`src/rtl/sonar_tof_capture.sv`:
```
// rtl/sonar_tof_capture.sv - time-of-flight capture of comparator edges into a bus-readable event FIFO
module sonar_tof_capture #(
    parameter int N_CH  = 10,
    parameter int TS_W  = 12,
    parameter int DEPTH = 8
) (
    input  logic            wb_clk_i,
    input  logic            wb_rst_i,
    input  logic            wb_valid_i,
    input  logic [3:0]      wbs_adr_i,
    input  logic [15:0]     wbs_dat_i,
    input  logic            wbs_strb_i,
    output logic            wbs_ack_o,
    output logic [15:0]     wbs_dat_o,
    input  logic            ce_pcm,
    input  logic            mclear,
    input  logic [N_CH-1:0] cmp,
    output logic            irq
);

    localparam int            AW        = (DEPTH > 1) ? $clog2(DEPTH) : 1;
    localparam logic [AW-1:0] PTR_ONE   = 1;
    localparam logic [TS_W-1:0] TS_ONE  = 1;
    localparam logic [TS_W-1:0] TS_MAX  = '1;
    localparam logic [3:0]    CNT_DEPTH = 4'(DEPTH);

    // Registered state and next-state values
    logic                 ack_q, ack_d;
    logic [15:0]          dat_q, dat_d;
    logic                 irq_q, irq_d;
    logic                 mclear_q;
    logic [N_CH-1:0]      cmp_r_q, cmp_p_q;
    logic [TS_W-1:0]      ts_q, ts_d;
    logic                 run_q, run_d;
    logic [N_CH-1:0]      armed_q, armed_d;
    logic [N_CH-1:0]      pend_q, pend_d;
    logic [TS_W-1:0]      hit_ts_q [N_CH];
    logic [N_CH-1:0]      ch_en_q, ch_en_d;
    logic [TS_W-1:0]      timeout_q, timeout_d;
    logic                 irq_en_q, irq_en_d;
    logic                 ovf_q, ovf_d;
    logic                 tout_q, tout_d;
    logic [AW-1:0]        wr_ptr_q, wr_ptr_d;
    logic [AW-1:0]        rd_ptr_q, rd_ptr_d;
    logic [3:0]           count_q, count_d;
    logic [15:0]          mem_q [DEPTH];

    // Combinational helpers
    logic                 acc_s, wr_s, rd_s;
    logic                 wr_ctrl_s, wr_chen_s, wr_fstat_s, wr_tmo_s;
    logic                 empty_s, full_s, pop_s, start_s, tick_s, timeout_evt_s;
    logic [TS_W-1:0]      ts_inc_s;
    logic [N_CH-1:0]      rise_s, hit_s;
    logic                 push_valid_s, do_push_s, ovf_set_s;
    logic [3:0]           push_ch_s;
    logic [TS_W-1:0]      push_ts_s;
    logic [N_CH-1:0]      push_onehot_s;
    logic [15:0]          push_word_s;
    logic [15:0]          rdata_s;
    logic                 unused_bits;

    assign acc_s      = wb_valid_i & ~ack_q;
    assign wr_s       = acc_s & wbs_strb_i;
    assign rd_s       = acc_s & ~wbs_strb_i;
    assign wr_ctrl_s  = wr_s & (wbs_adr_i == 4'd0);
    assign wr_chen_s  = wr_s & (wbs_adr_i == 4'd1);
    assign wr_fstat_s = wr_s & (wbs_adr_i == 4'd3);
    assign wr_tmo_s   = wr_s & (wbs_adr_i == 4'd5);

    assign empty_s    = (count_q == 4'd0);
    assign full_s     = (count_q == CNT_DEPTH);
    assign pop_s      = rd_s & (wbs_adr_i == 4'd4) & ~empty_s;

    assign start_s    = (mclear & ~mclear_q) | (wr_ctrl_s & wbs_dat_i[2]);
    assign tick_s     = run_q & ce_pcm;
    assign ts_inc_s   = ts_q + TS_ONE;
    // The measurement ends on the tick that reaches TIMEOUT (or finds ts already there);
    // the saturation guard keeps ts from wrapping when TIMEOUT was lowered below ts.
    assign timeout_evt_s = tick_s & ((ts_q == timeout_q) |
                                     ((ts_q != TS_MAX) & (ts_inc_s == timeout_q)));

    assign rise_s     = cmp_r_q & ~cmp_p_q;
    assign hit_s      = rise_s & armed_q & {N_CH{run_q}};

    // A full FIFO still accepts the push when a pop frees a slot in the same cycle
    assign do_push_s  = push_valid_s & (~full_s | pop_s);
    assign ovf_set_s  = push_valid_s & full_s & ~pop_s;
    assign push_word_s = 16'({push_ch_s, push_ts_s});

    assign unused_bits = &{1'b0, wbs_dat_i};

    assign wbs_ack_o  = ack_q;
    assign wbs_dat_o  = dat_q;
    assign irq        = irq_q;

    // Select the lowest-index pending channel for this cycle's push
    always_comb begin
        push_valid_s  = 1'b0;
        push_ch_s     = 4'd0;
        push_ts_s     = '0;
        push_onehot_s = '0;
        for (int i = N_CH - 1; i >= 0; i--) begin
            if (pend_q[i]) begin
                push_valid_s     = 1'b1;
                push_ch_s        = 4'(i);
                push_ts_s        = hit_ts_q[i];
                push_onehot_s    = '0;
                push_onehot_s[i] = 1'b1;
            end
        end
    end

    // Register read multiplexer
    always_comb begin
        rdata_s = 16'h0000;
        case (wbs_adr_i)
            4'd0:    rdata_s = {12'h000, tout_q, 1'b0, irq_en_q, run_q};
            4'd1:    rdata_s = 16'(ch_en_q);
            4'd2:    rdata_s = 16'(ts_q);
            4'd3:    rdata_s = {5'b00000, ovf_q, full_s, empty_s, 4'b0000, count_q};
            4'd4:    rdata_s = empty_s ? 16'hFFFF : mem_q[rd_ptr_q];
            4'd5:    rdata_s = 16'(timeout_q);
            default: rdata_s = 16'h0000;
        endcase
    end

    // Next-state logic for bus, measurement, capture and FIFO bookkeeping
    always_comb begin
        ack_d     = acc_s;
        dat_d     = rd_s ? rdata_s : 16'h0000;
        irq_d     = irq_en_q & (~empty_s | tout_q);

        ch_en_d   = wr_chen_s ? wbs_dat_i[N_CH-1:0] : ch_en_q;
        timeout_d = wr_tmo_s ? wbs_dat_i[TS_W-1:0] : timeout_q;
        irq_en_d  = wr_ctrl_s ? wbs_dat_i[1] : irq_en_q;

        ts_d      = ts_q;
        run_d     = run_q;
        armed_d   = armed_q & ~hit_s;
        tout_d    = tout_q;
        if (wr_ctrl_s && wbs_dat_i[3]) begin
            tout_d = 1'b0;
        end
        if (start_s) begin
            ts_d    = '0;
            run_d   = 1'b1;
            armed_d = ch_en_q;
            tout_d  = 1'b0;
        end else begin
            if (tick_s && (ts_q != timeout_q) && (ts_q != TS_MAX)) begin
                ts_d = ts_inc_s;
            end
            if (timeout_evt_s) begin
                run_d   = 1'b0;
                armed_d = '0;
                tout_d  = 1'b1;
            end
        end

        pend_d    = (pend_q & ~push_onehot_s) | hit_s;

        ovf_d     = ovf_q;
        if (wr_fstat_s && wbs_dat_i[10]) begin
            ovf_d = 1'b0;
        end
        if (ovf_set_s) begin
            ovf_d = 1'b1;
        end

        wr_ptr_d  = do_push_s ? (wr_ptr_q + PTR_ONE) : wr_ptr_q;
        rd_ptr_d  = pop_s ? (rd_ptr_q + PTR_ONE) : rd_ptr_q;
        count_d   = count_q + {3'b000, do_push_s} - {3'b000, pop_s};
    end

    // State registers with asynchronous reset
    always_ff @(posedge wb_clk_i or posedge wb_rst_i) begin
        if (wb_rst_i) begin
            ack_q     <= 1'b0;
            dat_q     <= 16'h0000;
            irq_q     <= 1'b0;
            mclear_q  <= 1'b0;
            cmp_r_q   <= '0;
            cmp_p_q   <= '0;
            ts_q      <= '0;
            run_q     <= 1'b0;
            armed_q   <= '0;
            pend_q    <= '0;
            ch_en_q   <= '1;
            timeout_q <= '1;
            irq_en_q  <= 1'b0;
            ovf_q     <= 1'b0;
            tout_q    <= 1'b0;
            wr_ptr_q  <= '0;
            rd_ptr_q  <= '0;
            count_q   <= 4'd0;
        end else begin
            ack_q     <= ack_d;
            dat_q     <= dat_d;
            irq_q     <= irq_d;
            mclear_q  <= mclear;
            cmp_r_q   <= cmp;
            cmp_p_q   <= cmp_r_q;
            ts_q      <= ts_d;
            run_q     <= run_d;
            armed_q   <= armed_d;
            pend_q    <= pend_d;
            ch_en_q   <= ch_en_d;
            timeout_q <= timeout_d;
            irq_en_q  <= irq_en_d;
            ovf_q     <= ovf_d;
            tout_q    <= tout_d;
            wr_ptr_q  <= wr_ptr_d;
            rd_ptr_q  <= rd_ptr_d;
            count_q   <= count_d;
        end
    end

    // Per-channel hit timestamps latched on an armed rising edge
    always_ff @(posedge wb_clk_i or posedge wb_rst_i) begin
        if (wb_rst_i) begin
            for (int i = 0; i < N_CH; i++) begin
                hit_ts_q[i] <= '0;
            end
        end else begin
            for (int i = 0; i < N_CH; i++) begin
                if (hit_s[i]) begin
                    hit_ts_q[i] <= ts_q;
                end
            end
        end
    end

    // Event storage; validity is tracked by the pointers and count
    always_ff @(posedge wb_clk_i) begin
        if (do_push_s) begin
            mem_q[wr_ptr_q] <= push_word_s;
        end
    end

endmodule

```
`config.mk`:
```
export PLATFORM = sky130hd
export DESIGN_NAME = sonar_tof_capture
export DESIGN_NICKNAME = d
export VERILOG_FILES = /design/src/rtl/sonar_tof_capture.sv
export SDC_FILE = /design/constraint.sdc
export NUM_CORES = 1
export LEC_CHECK = 0
export ABC_AREA = 1
export CAP_MARGIN = 20
export CORE_MARGIN = 4
export CORE_UTILIZATION = 50
export CTS_BUF_LIST = sky130_fd_sc_hd__clkbuf_16
export DETAILED_ROUTE_END_ITERATION = 6
export GPL_TIMING_DRIVEN = 1
export PLACE_DENSITY = 0.67
export SYNTH_ARGS = -nofsm -noshare
export SYNTH_HDL_FRONTEND = slang
export SYNTH_SLANG_ARGS = --single-unit
```
`constraint.sdc`:
```
create_clock -name wb_clk_i -period 11.1 [get_ports wb_clk_i]
set_input_delay 2.775 -clock wb_clk_i [delete_from_list [all_inputs] [get_ports wb_clk_i]]
set_output_delay 2.775 -clock wb_clk_i [all_outputs]
set_load 0.02 [all_outputs]
```
Word level (Yosys, flattened, before mapping)
Memories as Yosys holds them, arrays and structs flattened.
Index checks and enable logic that the tools add are counted.
{"block": "word_totals", "register_bits": 227, "latch_bits": 0, "ram_bits": 128, "romBits": 0, "inputBits": 36, "memories": 1}
{"name": "mem_q", "words": 8, "word_bits": 16, "rd": 1, "rd_clocked_by_memory_dff": 0, "write_ports": 1, "line_no": "46", "rtl": "logic [15:0] mem_q [DEPTH];"}
{"block": "op_classes", "addsub": 5, "n_mul": 0, "div": 0, "n_lt_le_gt_ge": 0, "eq_ne": 10, "shift": 0, "muxes": 56, "bitwise": 37, "reduce_logical": 10}
{"op": "two-way mux 12 bit", "count": 12}
{"op": "two-way mux 10 bit", "count": 12}
{"op": "case mux 16 bit (6 select lines)", "count": 1}
{"op": "bitwise AND 10 bit", "count": 5}
{"op": "two-way mux 4 bit", "count": 10}
{"op": "two-way mux 16 bit", "count": 2}
{"op": "inverter 10 bit", "count": 3}
{"op": "equality test 12 bit", "count": 2}
{"op": "two-way mux 1 bit", "count": 19}
{"op": "bitwise AND 1 bit", "count": 18}
{"op": "adder 12 x 1 -> 12 bit, second input constant", "count": 1}
{"op": "!= test 12 bit", "count": 1}
{"op": "!= test 12 bit, second input constant", "count": 1}
{"op": "bitwise OR 10 bit", "count": 1}
{"op": "equality test 4 x 2 -> 1 bit, second input constant", "count": 2}
{"op": "equality test 4 x 3 -> 1 bit, second input constant", "count": 2}
{"op": "logical NOT 4 bit", "count": 2}
{"op": "adder 3 x 1 -> 3 bit, second input constant", "count": 2}
{"op": "inverter 1 bit", "count": 6}
{"op": "nonzero test 2 bit", "count": 3}
{"op": "adder 4 x 1 -> 4 bit", "count": 1}
{"op": "equality test 4 x 1 -> 1 bit, second input constant", "count": 1}
{"op": "equality test 4 bit, second input constant", "count": 1}
{"op": "logical AND 1 bit", "count": 4}
{"op": "other kinds (3)", "count": 6}

Depth between registers and ports, before layout
Gate-level depths: netlist of run 1.
{"block": "logic_depth", "word_depth": 13, "depth_mapped": 17, "ltp_nobuf": 15}

Worst setup path before layout of run 1
Ideal clock, no wire load.
{"block": "synth_timing", "path_type": "input-to-reg", "start": "input wbs_strb_i", "end": "memory mem_q[0][0], enable pin", "setup_ns": 0.388, "t_arrival_ns": 4.488, "required_ns": 10.712, "setup_slack_ns": 6.224, "path_stages": 8, "path_buffers": 0, "path_cell_list": "nor3_1 -> inv_1 -> nor2_1 -> nand2_1 -> nand2_1 -> nand2_1 -> or2_2 -> nor2_1"}
{"block": "synth_via", "elab_chain_len": 8}
{"element": "start: declaration", "line_no": "12", "rtl": "input logic wbs_strb_i,"}
{"element": "inverter 1 bit", "line_no": "64", "rtl": "assign rd_s = acc_s & ~wbs_strb_i;"}
{"element": "bitwise AND 1 bit", "line_no": "64"}
{"element": "bitwise AND 1 bit (2 in a row)", "line_no": "72", "rtl": "assign pop_s = rd_s & (wbs_adr_i == 4'd4) & ~empty_s;"}
{"element": "bitwise OR 1 bit", "line_no": "86", "rtl": "assign do_push_s = push_valid_s & (~full_s | pop_s);"}
{"element": "bitwise AND 1 bit", "line_no": "86"}
{"element": "two-way mux 1 bit", "line_no": "235", "rtl": "if (do_push_s) begin"}
{"element": "two-way mux 1 bit (not written as such)", "line_no": "236", "rtl": "mem_q[wr_ptr_q] <= push_word_s;"}
{"element": "end: declaration", "line_no": "46"}
Every way passes these cells.

Worst setup path after layout of run 1
{"block": "layout_timing", "start": "input wb_valid_i", "end": "register count_q[2]"}
{"block": "layout_via", "elab_chain_len": 8}
{"element": "start: declaration", "line_no": "9", "rtl": "input logic wb_valid_i,"}
{"element": "bitwise AND 1 bit *", "line_no": "62", "rtl": "assign acc_s = wb_valid_i & ~ack_q;"}
{"element": "bitwise AND 1 bit *", "line_no": "64"}
{"element": "bitwise AND 1 bit * (2 in a row)", "line_no": "72"}
{"element": "bitwise OR 1 bit", "line_no": "86"}
{"element": "bitwise AND 1 bit", "line_no": "86"}
{"element": "adder 4 x 1 -> 4 bit", "line_no": "172", "rtl": "count_d = count_q + {3'b000, do_push_s} - {3'b000, pop_s};"}
{"element": "subtractor 4 x 1 -> 4 bit *", "line_no": "172"}
{"element": "named net count_d[2]", "line_no": "45", "rtl": "logic [3:0] count_q, count_d;"}
{"element": "end signal: assignment", "line_no": "214", "rtl": "count_q <= count_d;"}
{"element": "end: declaration", "line_no": "45"}
The timed path passes the listed nets; every way through them passes the cells marked *.
A chain may end at the register's enable or synchronous reset.

==> results of run 1 <==
-- flip-flops by register name (all words and copies together) (netlist names), 3 cells and up --
name	count
mem_q	128
hit_ts_q	120
wbs_dat_o	16
timeout_q	12
ts_q	12
armed_q	10
ch_en_q	10
cmp_p_q	10
cmp_r_q	10
pend_q	10
count_q	4
rd_ptr_q	3
wr_ptr_q	3
-- layout make-up --
type / instances / share of cell area
Sequential cell: 355 / 0.549
Clock inverter: 28 / 0.00834
Clock buffer: 39 / 0.0561
Timing Repair Buffer: 67 / 0.0362
Multi-Input combinational cell: 995 / 0.286
Inverter: 162 / 0.0354
Tap cell: 396 / 0.0285
-- worst max-delay path by stage --
stage,to,slack (ps),cells after the start
2_1_floorplan,armed_q[0]$_DFF_PP0_,2140,1
3_3_place_gp,count_q[2]$_DFF_PP0_,5320,14
3_5_place_dp,count_q[2]$_DFF_PP0_,5280,14
4_1_cts,count_q[2]$_DFF_PP0_,5800,14
5_1_grt,count_q[2]$_DFF_PP0_,5570,14
6_report,count_q[2]$_DFF_PP0_,5820,14
-- stage by stage --
stage / util / cells
final: 0.569 / 2042
after global routing: 0.569 / 2042
after CTS: 0.568 / 2041
after detailed placement: 0.532 / 1974
after global placement: 0.532 / 1974
after floorplan: - / 1600
-- synthesized netlist by cell type, drive strengths merged, types with 4 or more instances --
library cell / number
a21oi: 63
clkinv: 6
nand2: 406
nor2: 47
nand4: 14
nor3: 4
xor2: 16
a221o: 6
buf: 23
o21a: 12
o22ai: 17
edfxtp: 128
a31oi: 11
ha: 9
o21ai: 195
nand3: 132
inv: 156
nor4: 12
dfrtp: 205
a22oi: 8
o211ai: 23
dfstp: 22
xnor2: 5
a221oi: 6
clkbuf: 65
-- where the power goes --
| group | total [uW] | switching, uW | internal, uW |
|---|---|---|---|
| Combinational | 892 | 629 | 263 |
| Clock | 1150 | 495 | 656 |
| Sequential | 1710 | 115 | 1590 |
-- cell families (layout without fill, tap and decap cells) --
kind of cell    after synthesis  count (layout)  share of synthesized area
compound gates              345             345                      0.128
simple gates                618             618                      0.171
xor+xnor                     21              21                     0.0119
buf+inv                     250             296                     0.0634
fa+ha+maj                    10              10                    0.00856
mux                           1               1                   0.000726
flops                       355             355                      0.616
-- routing by layer --
| layer | up-vias | GRT usage | routed length, um |
|---|---|---|---|
| li1 | 5428 | - | - |
| met1 | 5537 | 0.346 | 17200 |
| met2 | 385 | 0.332 | 16900 |
| met3 | 55 | 0.0360 | 2900 |
| met4 | 0 | 0.0639 | 1010 |
| met5 | - | 0 | 0 |
-- worst max-delay path: stages --
cell and delay (ps):
clkdlybuf4s50_1 460, inv_1 50, nor3_1 120, inv_1 230, nor2_1 380, nand2_1 190, nand2_1 90, nand2_1 230
ha_1 360, inv_1 50, ha_1 150, inv_1 60, fa_1 400, xnor2_1 130
==> impl_metrics.yaml, run 1 <==
drt:
  wl_per_cell_um: 18.6
  first_iter_violations: 1085
  vias: 11400
  dr.pass1.iters: 5
  routed_via_density: 5.59
  ant_nets: 0
  wirelength_um: 37900
  drc: 0
pwr:
  peakVddDrop_mv: 0.140
  p_leak_uw: 0.00741
  power_uw: 3750
  power_density_nw_per_um2: 216
layout:
  drive_gt1_frac: 0.0747
  n_antenna_cell: 0
  register_area_sq_um: 9550
  fillers: 2600
  fin_area_sq_um: 17400
  layout_commonest_cell: "nand2_1"
  final_nets: 1665
  layout_common_cells: "400 x nand2_1, 204 x dfrtp_1, 184 x o21ai_0"
  multi_input_area_sq_um: 4980
  area_growth_pct: 12.2
yosys:
  yosysUniqueCellTypes: 46
  synth.net_count: 1646
  syn_area_sq_um: 15500
  synth_top_area_frac: 0.331
  yosysTopAreaCell: "dfrtp_1"
  syn_avg_cell_area_sq_um: 9.69
  seq_area_frac_synth: 0.616
  yosysWarnings: 0
  yosys-top-cells-area: "dfrtp_1 33%, edfxtp_1 25%, nand2_1 9.7%"
  ys_ff_latch: 355
  synth_top_flop_cell: "dfrtp_1"
  async_flop_share: 0.639
  syn_inst: 1600
  synth_edf_count: 128
sta:
  period_minus_slack_ps: 5280
  hold_violations: 0
  holdWs_ps: 368
  clock_skew_ps: 13.8
  fin_setup_tns_ps: 0
  final.setup.worst_slack_ps: 5820
  setup_viol: 0
  fmax_ghz: 0.189
  finalCritPeriodShare: 0.476
  worstMarginPinSlew_ps: 1050
  slew_viol_final: 0
  slew_headroom: 0.301
  rsz0062_at_grt: "no"
worst_setup_path:
  cp-start-kind: "primary input"
  timing.rr.end: "count_q[2]$_DFF_PP0_"
  reg2reg_from: "pend_q[6]$_DFF_PP0_"
  crit_required_ps: 11500
  reg2reg_depth: 11
  crit_type: "in2reg"
  rrSetupSlack_ps: 7490
  worst_setup_path_end_kind: "flip-flop"
  critPathLaunch: "wb_valid_i"
  cp_max_fo: 13
  arrival_ps: 5680
placed_design:
  pre_cts_slack_ps: 5280
  dpl-instance-area_sq_um: 16300
  gp_congestion: 0.880
  io_buffers: 49
  hpwlAfterDp_um: 24700
floorplan:
  core_sq_um: 30600
  placementRows: 64
  start_util: 0.507
  io_pins: 54
  die_h_um: 184
  die_w_um: 184
  die_area_sq_um: 33900
min_path:
  worstHoldEndpoint: "cmp_p_q[4]$_DFF_PP0_"
  hold_start: "cmp_r_q[4]$_DFF_PP0_"
  hold_path_depth: 0
  holdCritPathClass: "reg2reg"
clock_tree:
  path_clk_slew_ps: 60
  cts_sinks: 355
  postCtsSetupRepairBufs: 0
  cts_resized: 0
  cts_buffers: 38
  root_buffer: "clkbuf_16"
  clock_tree.buffer_depth: 3
  insertion_delay_ps: 520
  cts_hold_buffers: 0
  cts_tree: "done"
  cts_max_level: 2
global_route:
  grt_max_degree: 111
  track_usage: 0.224
  grt_pass1_vias: 10600
  grt_pass1_wl_um: 59900
  overflow: 0
  antenna_found_initial: 0
run_status:
  outcome: "finished, final reports clean"
flow_run:
  cap_violations: 0
No activity file was read; power rests on OpenSTA's default activity.
==> run 2, diff against run 1 <==
Clock period 11.1 ns to 4.9 ns, I/O delays scaled along.
==> impl_metrics.yaml, run 2 (same netlist as run 1, synthesis figures left out) <==
sta:
  holdWs_ps: 367
  fin_setup_tns_ps: 0
  slew_viol_final: 0
  slew_headroom: 0.339
  finalCritPeriodShare: 0.780
  hold_violations: 0
  period_minus_slack_ps: 3820
  setup_viol: 0
  rsz0062_at_grt: "no"
  clock_skew_ps: 22.5
  fmax_ghz: 0.262
  worstMarginPinSlew_ps: 991
global_route:
  grt_pass1_vias: 10700
  track_usage: 0.227
  overflow: 0
  grt_pass1_wl_um: 60300
  grt_max_degree: 91
  antenna_found_initial: 0
worst_setup_path:
  crit_required_ps: 5100
  cp_max_fo: 13
  rrSetupSlack_ps: 1640
  reg2reg_from: "pend_q[1]$_DFF_PP0_"
  cp-start-kind: "primary input"
  worst_setup_path_end_kind: "flip-flop"
  reg2reg_depth: 11
  timing.rr.end: "count_q[2]$_DFF_PP0_"
  crit_type: "in2reg"
  arrival_ps: 4020
drt:
  drc: 0
  first_iter_violations: 1113
  wl_met3_um: 2430
  ant_nets: 0
  dr.pass1.iters: 6
  routed-wl-met2_um: 17100
  wirelength_um: 38100
  wl_met1_um: 17500
  wl_per_cell_um: 18.5
  vias: 11400
  top_layer: "met4"
  routed_via_density: 5.55
min_path:
  hold_start: "cmp_r_q[2]$_DFF_PP0_"
  hold_path_depth: 0
  holdCritPathClass: "reg2reg"
  worstHoldEndpoint: "cmp_p_q[2]$_DFF_PP0_"
layout:
  area_growth_pct: 12.8
  drive_gt1_frac: 0.0827
  layout_common_cells: "400 x nand2_1, 204 x dfrtp_1, 184 x o21ai_0"
  fillers: 2662
  largest_reg_flops: 128
  register_area_sq_um: 9550
  final_nets: 1675
  regMostFlops: "mem_q"
  layout_commonest_cell: "nand2_1"
  multi_input_area_sq_um: 4980
floorplan:
  io_pins: 54
  core_sq_um: 30600
  die_w_um: 184
  die_area_sq_um: 33900
  placementRows: 64
  start_util: 0.507
  die_h_um: 184
clock_tree:
  insertion_delay_ps: 520
  cts_hold_buffers: 0
  postCtsSetupRepairBufs: 0
  cts_sinks: 355
  cts_resized: 0
  cts_max_level: 2
  clock_tree.buffer_depth: 3
  cts_buffers: 38
  cts_tree: "done"
  path_clk_slew_ps: 60
  root_buffer: "clkbuf_16"
pwr:
  p_leak_uw: 0.00746
  peakVddDrop_mv: 0.262
  power_density_nw_per_um2: 484
placed_design:
  hpwlAfterDp_um: 25200
  io_buffers: 49
  gp_congestion: 0.879
run_status:
  outcome: "finished, final reports clean"
flow_run:
  cap_violations: 0
[run 2: cell types whose count changed in the layout (fill, tap and decap cells not counted), sizes merged]
cell,before,now
buf,18,28
bufinv,1,0
clkinv,20,18
clkinvlp,1,3
diode,0,1
inv,168,170
[run 2: area by class of cell]
| type | count | share of cell area |
|---|---|---|
| flip-flops and latches | 355 | 0.547 |
| multi-input cells | 995 | 0.285 |
| clock buffers | 39 | 0.0558 |
| repair buffers | 77 | 0.0415 |
| inverters | 162 | 0.0350 |
| well taps | 396 | 0.0284 |
| clock inverters | 29 | 0.00752 |
| diodes | 1 | 0.000143 |
[run 2: worst max-delay path, stage by stage]
cell	delay, ps
clkdlybuf4s50_1	450
inv_1	40
nor3_1	120
inv_1	220
nor2_1	400
nand2_1	190
nand2_1	100
nand2_1	210
inv_1	200
nand2_1	120
nor2_1	410
buf_4	320
[run 2: worst max path at each step]
stage | cells past startpoint | endpoint | slack, ps | startpoint
after detailed placement | 12 | mem_q[1][14]$_DFFE_PP_ | 560 | wb_valid_i
after floorplan | 1 | armed_q[0]$_DFF_PP0_ | 730 | wb_rst_i
final | 12 | mem_q[1][0]$_DFFE_PP_ | 1080 | wb_valid_i
after global routing | 12 | mem_q[1][10]$_DFFE_PP_ | 880 | wb_valid_i
after global placement | 12 | mem_q[1][13]$_DFFE_PP_ | 620 | wb_valid_i
after CTS | 12 | mem_q[1][10]$_DFFE_PP_ | 1080 | wb_valid_i
[run 2: layer usage]
metal / global-route usage / vias to the layer above
li1: - / 5450
met1: 0.350 / 5514
met2: 0.339 / 386
met3: 0.0307 / 57
met4: 0.0683 / 0
met5: 0 / -
[run 2: report_power, final]
part	leakage, uW	internal [uW]	switching, uW	total [uW]
clock network	0.000591	1440	1120	2560
logic	0.00270	612	1390	2010
registers	0.00417	3610	288	3890
[run 2: metrics by stage]
stage / power, uW / instance area (sq um) / setup slack, ps / utilization / instances
finish: 8460 / 17500 / 1080 / 0.571 / 2054
global placement: 5890 / 16400 / 619 / 0.535 / 1985
floorplan: 5230 / 15500 / 727 / - / 1600
global route: 8950 / 17500 / 879 / 0.571 / 2053
detailed placement: 5940 / 16400 / 558 / 0.535 / 1985
CTS: 8510 / 17500 / 1080 / 0.571 / 2053
==> run 3, diff against run 2 <==
Clock period 4.9 ns to 3.7 ns, I/O delays scaled along.
==> impl_metrics.yaml, run 3 (same netlist as run 1, synthesis figures left out) <==
placed_design:
  hpwlAfterDp_um: 25900
  io_buffers: 49
  gp_congestion: 0.877
  pre_cts_slack_ps: 289
drt:
  ant_nets: 0
  vias: 11500
  dr.pass1.iters: 5
  drc: 0
  wl_per_cell_um: 18.6
  routed_via_density: 5.56
  first_iter_violations: 1144
  wirelength_um: 38600
pwr:
  comb_power_share: 0.243
  p_leak_uw: 0.00757
  seqPwrFrac: 0.446
  intPower_uw: 7680
  switching_share: 0.327
  power_density_nw_per_um2: 646
  power_uw: 11400
  pwr-share-clk: 0.311
  peakVddDrop_mv: 0.428
  power.switching_uw: 3730
sta:
  slew_headroom: 0.318
  rsz0062_at_grt: "no"
  fmax_ghz: 0.344
  finalCritPeriodShare: 0.785
  fin_setup_tns_ps: 0
  final.setup.worst_slack_ps: 797
  setup_viol: 0
  clock_skew_ps: 25.6
  worstMarginPinSlew_ps: 1020
  hold_violations: 0
  period_minus_slack_ps: 2900
  slew_viol_final: 0
floorplan:
  placementRows: 64
  core_sq_um: 30600
  die_h_um: 184
  die_w_um: 184
  io_pins: 54
  start_util: 0.507
  die_area_sq_um: 33900
global_route:
  overflow: 0
  use_met2: 0.340
  use_met1: 0.353
  grt_pass1_vias: 10800
  track_usage: 0.230
  grt_max_degree: 87
  grt_pass1_wl_um: 61100
  grt-busiest-layer: "met1"
  grt_util_met3: 0.0352
  antenna_found_initial: 0
layout:
  area_growth_pct: 14.0
  drive_gt1_frac: 0.0903
  layout_commonest_cell: "nand2_1"
  regMostFlops: "mem_q"
  final_nets: 1691
  n_antenna_cell: 0
  layout_common_cells: "400 x nand2_1, 204 x dfrtp_1, 184 x o21ai_0"
  largest_reg_flops: 128
worst_setup_path:
  timing.rr.end: "count_q[2]$_DFF_PP0_"
  rrSetupSlack_ps: 830
  worst_setup_path_end_kind: "flip-flop"
  reg2reg_depth: 13
  critPathLaunch: "wbs_adr_i[2]"
  reg2reg_from: "pend_q[2]$_DFF_PP0_"
  crit_type: "in2reg"
  arrival_ps: 3120
  cp-start-kind: "primary input"
  crit_required_ps: 3910
  crit_end: "mem_q[4][14]$_DFFE_PP_"
  cp_max_fo: 11
clock_tree:
  insertion_delay_ps: 530
  root_buffer: "clkbuf_16"
  cts_resized: 0
  path_clk_slew_ps: 60
  cts_sinks: 355
  cts_buffers: 38
  cts_max_level: 2
  cts_tree: "done"
  cts_hold_buffers: 0
  postCtsSetupRepairBufs: 0
  clock_tree.buffer_depth: 3
run_status:
  outcome: "finished, final reports clean"
flow_run:
  cap_violations: 0
min_path:
  holdCritPathClass: "reg2reg"
-- run 3: changes by cell type in the layout (fill, tap and decap cells not counted), moves of 2 or more --
cell,before,now
buf_12,2,4
buf_4,26,40
clkinvlp_4,3,1
bufinv_16,0,2
clkinv_1,12,15
-- run 3: how the worst min path moves through the flow --
stage	start	to	slack, ps	depth (start not counted)
2_1_floorplan	cmp_r_q[0]$_DFF_PP0_	cmp_p_q[0]$_DFF_PP0_	350	0
3_3_place_gp	cmp_r_q[3]$_DFF_PP0_	cmp_p_q[3]$_DFF_PP0_	360	0
3_5_place_dp	cmp_r_q[2]$_DFF_PP0_	cmp_p_q[2]$_DFF_PP0_	360	0
4_1_cts	cmp_r_q[2]$_DFF_PP0_	cmp_p_q[2]$_DFF_PP0_	370	0
5_1_grt	cmp_r_q[2]$_DFF_PP0_	cmp_p_q[2]$_DFF_PP0_	390	0
6_report	cmp_r_q[2]$_DFF_PP0_	cmp_p_q[2]$_DFF_PP0_	370	0
-- run 3: area by class of cell --
class	count	area (sq um)
Clock buffer	39	976
Tap cell	396	495
Sequential cell	355	9550
Timing Repair Buffer	93	871
Clock inverter	29	189
Fill cell	2668	12900
Inverter	162	612
Multi-Input combinational cell	995	4980
-- run 3: power groups by stage --
stage | combinational [uW] | sequential (uW) | clock [uW]
3_5_place_dp | 2760 | 5150 | 0
2_1_floorplan | 1860 | 5060 | 0
4_1_cts | 2780 | 5090 | 3610
6_report | 2770 | 5090 | 3550
5_1_grt | 3110 | 5150 | 3790
3_3_place_gp | 2690 | 5140 | 0
-- run 3: critical path, stage by stage --
cell and delay, ps:
clkdlybuf4s50_1 470, inv_1 40, nor2_1 140, nand3_1 120, nor2_1 200, nand2_1 140
nand2_1 80, nand2_1 80, buf_4 170, or2_2 320, nor2_1 150, buf_4 250
-- run 3: routing by layer --
metal  vias up  routed length (um)
met1      5578               17700
met2       371               17200
met5         -                   0
met4         0                1020
met3        62                2580
li1       5487                   -
-- run 3: stage by stage --
stage,instances,util,instance area (sq um),hold slack [ps]
after global routing,2069,0.578,17700,389
after CTS,2069,0.578,17700,374
final,2069,0.578,17700,374
after floorplan,1600,-,15500,354
after global placement,2001,0.540,16500,359
after detailed placement,2001,0.540,16500,362
